===== config.mk =====
export PLATFORM = sky130hd
export DESIGN_NAME = decode_issue_unit
export DESIGN_NICKNAME = d
export VERILOG_FILES = /design/src/rtl/decode_issue_unit.sv
export SDC_FILE = /design/constraint.sdc
export NUM_CORES = 1
export LEC_CHECK = 0
export ABC_AREA = 1
export CORE_MARGIN = 2
export CORE_UTILIZATION = 39
export DETAILED_ROUTE_END_ITERATION = 6
export GPL_ROUTABILITY_DRIVEN = 0
export PLACE_DENSITY = 0.76
export SLEW_MARGIN = 10
export SYNTH_ARGS = -nofsm -noshare
export SYNTH_HDL_FRONTEND = slang
export SYNTH_SLANG_ARGS = --single-unit

===== constraint.sdc =====
create_clock -name clk -period 1.5 [get_ports clk]
set_clock_uncertainty 0.15 [all_clocks]
set_input_delay 0.3 -clock clk [delete_from_list [all_inputs] [get_ports clk]]
set_output_delay 0.3 -clock clk [all_outputs]
set_load 0.01 [all_outputs]

===== src/rtl/decode_issue_unit.sv =====
// Registered decode/issue stage: classifies the major opcode, models class-dependent
// execution latency, and hands the instruction downstream over a valid/ready handshake.
module decode_issue_unit #(
   parameter int XLEN    = 32,
   parameter int OPC_MSB = XLEN - 1,
   parameter int MEM_LAT = 3,
   parameter int FPU_LAT = 4,
   parameter int CNT_W   = 4
) (
   input  logic            clk,
   input  logic            rst_n,
   input  logic            in_valid,
   output logic            in_ready,
   input  logic [XLEN-1:0] instruction,
   input  logic [XLEN-1:0] pc,
   output logic            out_valid,
   input  logic            out_ready,
   output logic [4:0]      out_class,
   output logic [XLEN-1:0] out_instr,
   output logic [XLEN-1:0] out_pc,
   output logic            busy,
   output logic [15:0]     issue_count
);

   typedef enum logic [1:0] {IDLE, EXEC, HOLD} state_t;

   localparam logic [CNT_W-1:0] MEM_L = CNT_W'(MEM_LAT);
   localparam logic [CNT_W-1:0] FPU_L = CNT_W'(FPU_LAT);
   localparam logic [CNT_W-1:0] ONE_L = CNT_W'(1);

   state_t           state;
   logic [CNT_W-1:0] cnt;
   logic [4:0]       cls;
   logic [5:0]       opcode;
   logic [2:0]       first;
   logic [2:0]       second;
   logic [4:0]       dec_class;
   logic [CNT_W-1:0] lat;
   logic             accept;

   // Class bits are {mem, jump, float, branch, alu}; the encodings partition the opcode space.
   always_comb begin
      opcode    = instruction[OPC_MSB -: 6];
      first     = opcode[5:3];
      second    = opcode[2:0];
      dec_class = '0;
      dec_class[0] = (first < 3'b011);
      dec_class[1] = first[2] & ~first[1];
      dec_class[2] = first[2] & first[1];
      dec_class[3] = (first == 3'b011) & (second < 3'b101);
      dec_class[4] = (first == 3'b011) & (second >= 3'b101);
      lat = ONE_L;
      if (dec_class[4]) lat = MEM_L;
      else if (dec_class[2]) lat = FPU_L;
   end

   assign in_ready  = (state == IDLE) | ((state == HOLD) & out_ready);
   assign accept    = in_valid & in_ready;
   assign out_valid = (state == HOLD);
   assign out_class = out_valid ? cls : 5'd0;
   assign busy      = (state != IDLE);

   always_ff @(posedge clk or negedge rst_n) begin
      if (!rst_n) begin
         state       <= IDLE;
         cnt         <= '0;
         cls         <= '0;
         out_instr   <= '0;
         out_pc      <= '0;
         issue_count <= '0;
      end else begin
         case (state)
            IDLE, HOLD: begin
               if (accept) begin
                  out_instr   <= instruction;
                  out_pc      <= pc;
                  cls         <= dec_class;
                  issue_count <= issue_count + 16'd1;
                  if (lat == ONE_L) begin
                     state <= HOLD;
                  end else begin
                     state <= EXEC;
                     cnt   <= lat - ONE_L;
                  end
               end else if (state == HOLD && out_ready) begin
                  state <= IDLE;
                  cls   <= '0;
               end
            end
            EXEC: begin
               if (cnt == ONE_L) state <= HOLD;
               else cnt <= cnt - ONE_L;
            end
            default: state <= IDLE;
         endcase
      end
   end

endmodule


==> results of run 1 <==
[report_power, final]
part	switching [uW]	internal, uW
clock network	853	1100
logic	2900	3010
registers	665	3530
[synth_stat cells, drive strengths merged]
| cell | number | share of area [%] |
|---|---|---|
| clkbuf | 4 | 0.38 |
| nand3 | 11 | 1.4 |
| buf | 12 | 2.0 |
| nand2 | 264 | 25 |
| nor2 | 35 | 3.4 |
| a21oi | 2 | 0.54 |
| ha | 3 | 0.95 |
| xnor2 | 3 | 0.67 |
| o21ai | 13 | 1.8 |
| inv | 27 | 2.6 |
| o22ai | 4 | 0.64 |
| xor2 | 5 | 1.1 |
| nand4 | 7 | 1.1 |
| or2 | 1 | 0.16 |
| dfrtp | 91 | 58 |
[per-stage QoR]
stage / area [um2] / instances / setup slack (ns) / hold slack [ns] / util (%)
2_1_floorplan: 3930 / 482 / 0.0162 / -0.146 / -
3_5_place_dp: 5840 / 785 / -0.477 / 0.153 / 59.7
6_report: 6630 / 837 / -0.159 / 0.308 / 67.8
5_1_grt: 6630 / 837 / -0.237 / 0.315 / 67.8
3_3_place_gp: 5840 / 785 / -0.468 / 0.153 / 59.7
4_1_cts: 6110 / 814 / -0.160 / 0.316 / 62.5
[flip-flops by register name, summed over array words and instances (netlist names)]
signal / flops
out_pc: 32
out_instr: 32
cls: 5
cnt: 4
issue_count: 16
state: 2
[critical path: stages (launching register included)]
cell and delay [ns]:
dfrtp_1 0.42, nor2_4 0.15, inv_4 0.07, nor2_2 0.08, buf_2 0.13
[worst max path at each step]
| stage | endpoint | slack [ns] |
|---|---|---|
| floorplan | out_class[0] | 0.02 |
| global placement | in_ready | -0.47 |
| detailed placement | in_ready | -0.48 |
| CTS | out_class[3] | -0.16 |
| global route | out_pc[26] | -0.24 |
| finish | out_class[3] | -0.16 |
[kinds of logic after synthesis]
kind of cell / Yosys count / share of synthesized area (%)
AO/OA/AOI/OAI: 19 / 2.93
AND/OR/NAND/NOR: 318 / 31.5
flip-flops: 91 / 57.9
adder cells (fa/ha/maj): 3 / 0.955
buffers and inverters: 43 / 4.96
XOR/XNOR: 8 / 1.78
[layout make-up]
class	instances	area share, %
Sequential cell	91	34.4
Tap cell	133	2.51
Clock buffer	10	1.93
Inverter	27	1.79
Timing Repair Buffer	221	33.6
Multi-Input combinational cell	348	23.8
Clock inverter	5	1.55
Timing Repair inverter	2	0.302
[repair_timing]
item / in CTS / in global routing
gates cloned: 0 / 9
gates resized for setup: 145 / 116
hold buffers: 1 / 0
hold endpoints to repair: 91 / 0
setup buffers: 13 / 14
pin swaps: 5 / 12
setup endpoints to repair: 144 / 143
[layer usage]
metal | vias up | GRT usage (%) | share of wire (%)
met2 | 123 | 31.1 | 50
met1 | 1868 | 24.6 | 44
met3 | 12 | 4.20 | 5.2
met4 | 0 | 7.43 | 1.2
met5 | - | 0 | 0
li1 | 1901 | - | -
==> summary.md, run 1 <==
| Metric | Value |
|---|---|
| Outcome | complete, but fails checks |
| Violated checks | negative setup slack |
| Cells on worst reg2reg path | 7 |
| Most common cell after layout, fill and taps aside | nand2_1 |
| Die height | 104 um |
| Synth unique cells | 22 |
| Fin. Hold Viols | 0 |
| Worst R2R End | out_pc[26] |
| Fillers | 793 |
| Area of the multi-input gates | 0.00158 mm2 |
| IO buf count | 155 |
| Max Clk Rate | 603 MHz |
| Crit-path max FO | 6 |
| Drt wl/cell | 13.7 um |
| Share of layout cells above drive strength 1 | 19.3% |
| Peak supply drop | 891 uV |
| Fin crit period | 1.66 ns |
| Post-synthesis area per instance | 8.16 um2 |
| Reg clk slew, reported paths | 0.09 ns |
| Number of max-slew violations in the final report | 0 |
| Total CTS buffers | 9 |
| Hpwl dp | 7430 um |
| Final worst slack | -0.159 ns |
| Core Region | 0.00977 mm2 |
| Largest net degree at the start of global routing | 53 |
| Crit. End Element | output port |
| Vias in the first global route | 3772 |
| GRT overflow | 0 |
| Post-route ant nets | 0 |
| Horiz. Die Dim | 104 um |
| Layout area overhead | 68.5% |
| Highest-count cells in the layout ignoring fill and taps | nand2_1 (253), dfrtp_1 (87), clkdlybuf4s15_1 (69) |
| Total power | 12100 uW |
| Period utilization | 111% |
| Drt pass-1 iters | 4 |
| DRC viols | 0 |
| Total Routing Usage GR | 19.0% |
| Skew-Pair Late Insertion Delay | 0.35 ns |
| Unrepaired setup endpoints after global routing | true |
| Final setup TNS | -6.22 ns |
| Reg2reg start | state[0] |
| CTS tree | built |
| Antenna violations before repair | 0 |
| First-pass GRT wire length | 17100 um |
| Reg area | 0.00228 mm2 |
| Syn nets | 553 |
| Die area | 0.0109 mm2 |
| P per Cell Area | 1820 mW/mm2 |
| Row count | 36 |
| Crit path required time | 1.05 ns |
| Starting Density | 40.2% |
| Synthesized flop and latch total | 91 |
| Max-Cap Viols | 0 |
| Cell area after synthesis | 0.00393 mm2 |
| Root Buffer | clkbuf_8 |
| Post-synthesis instance total | 482 |
| Ys Warns | 0 |
| Clock Path Buffers | 2 |
| Leakage | 0.00332 uW |
| Critical path class | reg2out |
| Ports | 156 |
| Diode count | 0 |
| Reg2Reg Setup Slack | -0.14 ns |
| Initial drt markers | 144 |
| Final net count | 771 |
| Hold crit path type | in2async |
| Vias per inst | 4.66 |
| Sequential area share after synthesis | 57.9% |
| Worst EP arrival | 1.21 ns |
| Critical path origin | state[0] |
| # clock sinks | 91 |
| H-tree depth reported by CTS | 3 |
| Total Wirelength | 11500 um |
| Slew HR | 67.9% |
| Least-Margin Pin Slew | 0.482 ns |
| Type of element launching the critical path | register |
| Vias | 3904 |
| Setup violators final | 77 |
Note: power is estimated with default switching activity, not from simulation.
==> run 2, diff against run 1 <==
--- a/config.mk
+++ b/config.mk
@@ -7,5 +7,5 @@
 export LEC_CHECK = 0
 export ABC_AREA = 1
-export CORE_MARGIN = 2
+export CORE_MARGIN = 8
 export CORE_UTILIZATION = 39
 export DETAILED_ROUTE_END_ITERATION = 6
--- a/constraint.sdc
+++ b/constraint.sdc
@@ -3,3 +3,3 @@
 set_input_delay 0.3 -clock clk [delete_from_list [all_inputs] [get_ports clk]]
 set_output_delay 0.3 -clock clk [all_outputs]
-set_load 0.01 [all_outputs]
+set_load 0.1 [all_outputs]
==> run 2 against run 1 <==
  * The run still ends with negative setup slack left
  * Fmax fell by 7.3%
  * Die area up 24%
  * Setup slack lost 0.13 ns
  * Flip-flop and latch count did not move
  * Critical endpoint is now in_ready
  * Highest routed layer unchanged
  * Clock-buffer cell count up 1
  * Cell area up 17%
  * Hold slack better by 0.022 ns
  * Global-route usage increased by 1.8 points
  * Utilization rose by 12 points
  * First-iteration DRC count grew 90%
  * Via count up 2.9%
  * Wire length increased by 22%
==> summary.md, run 2 (synthesized netlist as in run 1, its figures left out) <==
| Metric | Value |
|---|---|
| DRC viols | 0 (unchanged) |
| Max stage delay on crit path | 0.43 ns (about the same) |
| Slew HR | 73.1% (+5.3 points) |
| Worst EP arrival | 1.34 ns (+0.13 ns) |
| Least-Margin Pin Slew | 0.402 ns (-0.0802 ns) |
| Critical path class | reg2out |
| Crit-path cells | buf_4 -> a21oi_4 -> buf_6 -> buf_12 |
| First-pass GRT wire length | 21800 um (+27%) |
| Antenna violations before repair | 0 (unchanged) |
| Hold crit path type | in2reg |
| Worst Hold Slack | 0.330 ns (+0.0224 ns) |
| CTS tree | built |
| Critical path depth | 4 (unchanged) |
| Share of layout cells above drive strength 1 | 30.1% (+11 points) |
| Drt wl/cell | 16.9 um (+23%) |
| Root Buffer | clkbuf_8 |
| Row count | 36 (unchanged) |
| Cells on worst reg2reg path | 9 (+2) |
| Regs by FF count | out_instr (32), out_pc (32), issue_count (16) |
| Crit. End Element | output port |
| CP bufs+invs | 3 (+1) |
| Vias per inst | 4.84 (+3.7%) |
| H-tree depth reported by CTS | 3 (unchanged) |
| Number of max-slew violations in the final report | 0 (unchanged) |
| GRT overflow | 0 (unchanged) |
| Starting Density | 40.2% (unchanged) |
| Fin. Hold Viols | 0 (unchanged) |
| Total CTS buffers | 9 (unchanged) |
| Crit path required time | 1.05 ns (about the same) |
| Max-Cap Viols | 0 (unchanged) |
| Clock Path Buffers | 2 (unchanged) |
| Reg2Reg Setup Slack | -0.28 ns (-0.14 ns) |
| Final worst slack | -0.290 ns (-0.131 ns) |
| Reg clk slew, reported paths | 0.10 ns (about the same) |
| Max Clk Rate | 559 MHz (-7.3%) |
| Type of element launching the critical path | register |
| Core Region | 0.00977 mm2 (unchanged) |
| Total Wirelength | 14000 um (+22%) |
| Critical path's slowest cell | dfrtp_1 |
| Initial drt markers | 274 (+90%) |
| Die height | 116 um (+11%) |
| Vias | 4019 (+2.9%) |
| Total Routing Usage GR | 20.8% (+1.8 points) |
| Most common cell after layout, fill and taps aside | nand2_1 |
| Post-route ant nets | 0 (unchanged) |
| Outcome | complete, but fails checks |
| Vias in the first global route | 4284 (+14%) |
| Horiz. Die Dim | 116 um (+11%) |
| WHS Path Cells | 3 |
| Violated checks | negative setup slack |
| IO buf count | 155 (unchanged) |
| Family with the most delay on the worst path | buffers and inverters |
| Diode count | 0 (unchanged) |
| Largest net degree at the start of global routing | 48 (-9.4%) |
| Highest-count cells in the layout ignoring fill and taps | nand2_1 (257), buf_12 (102), dfrtp_1 (76) |
| Period utilization | 119% (+8.7 points) |
| Ports | 156 (unchanged) |
| Drt pass-1 iters | 4 (unchanged) |
| Layout area overhead | 97.9% |
| Crit-path max FO | 2 (-4) |
| Setup violators final | 102 (+32%) |
| Hpwl dp | 9100 um (+22%) |
| Skew-Pair Late Insertion Delay | 0.34 ns (about the same) |
| Die area | 0.0136 mm2 (+24%) |
| Unrepaired setup endpoints after global routing | true |
| Final net count | 764 (-0.91%) |
| # clock sinks | 91 (unchanged) |
| Fin crit period | 1.79 ns (+0.131 ns) |
run 2: cell count changes in the layout (fill, tap and decap cells not counted), sizes merged:
cell	change
clkbuf	-10
bufbuf	+2
nand2	+1
clkdlybuf4s15	-69
inv	+1
clkinvlp	+1
bufinv	-2
buf	+77
dlygate4sd2	-7
run 2: area by class of cell:
cell class	count	area, um2
clock inverters	5	62.6
inverters	27	123
repair inverters	2	32.5
well taps	133	166
flip-flops and latches	91	2300
fillers	580	1990
clock buffers	11	141
repair buffers	213	3310
multi-input cells	349	1650
run 2: final timing paths:
path,to,start
min reg2reg,out_instr[19],out_instr[19]
max,in_ready,state[0]
max reg2reg,issue_count[15],state[0]
max in group asynchronous,issue_count[13],rst_n
min,out_pc[17],pc[17]
min in group asynchronous,out_pc[7],rst_n
run 2: layer usage:
metal,share of wire (%),up-vias,wire length [um],track usage [%]
met5,0,-,0,0
met4,1.2,0,172,5.62
met3,9.0,14,1260,7.19
met2,52,174,7240,37.6
met1,38,1929,5330,22.6
li1,-,1902,-,-
run 2: what timing repair did:
action                                 in CTS  in global routing
setup endpoints to repair                  67                104
cloned                                     13                  0
gates resized for setup                    38                  6
hold buffers                                1                  0
buffers inserted                           13                  3
pin swaps                                   3                  2
endpoints found under the hold margin      91                  0
run 2: through the flow:
stage	utilization, %	TNS, ns	instances	setup slack (ns)	cell area [um2]
final	79.6	-19.29	831	-0.290	7780
after global routing	79.6	-24.45	831	-0.331	7780
after CTS	79.0	-17.61	828	-0.303	7720
after detailed placement	70.8	-24.02	786	-0.307	6920
after global placement	70.8	-22.46	786	-0.281	6920
after floorplan	-	-43.17	482	-0.887	4170
run 2: worst register-to-register path, cell delays in order (launching register included):
cell and delay, ns:
dfrtp_1 0.43, buf_4 0.16, a21oi_4 0.13, buf_6 0.14, nand2_8 0.07, buf_12 0.16
inv_16 0.07, bufbuf_16 0.25, nand2_1 0.06, nand2_1 0.08
Power of run 2 is not shown: default switching activity piles up to over one toggle a cycle in this logic, so the estimate is an artifact.
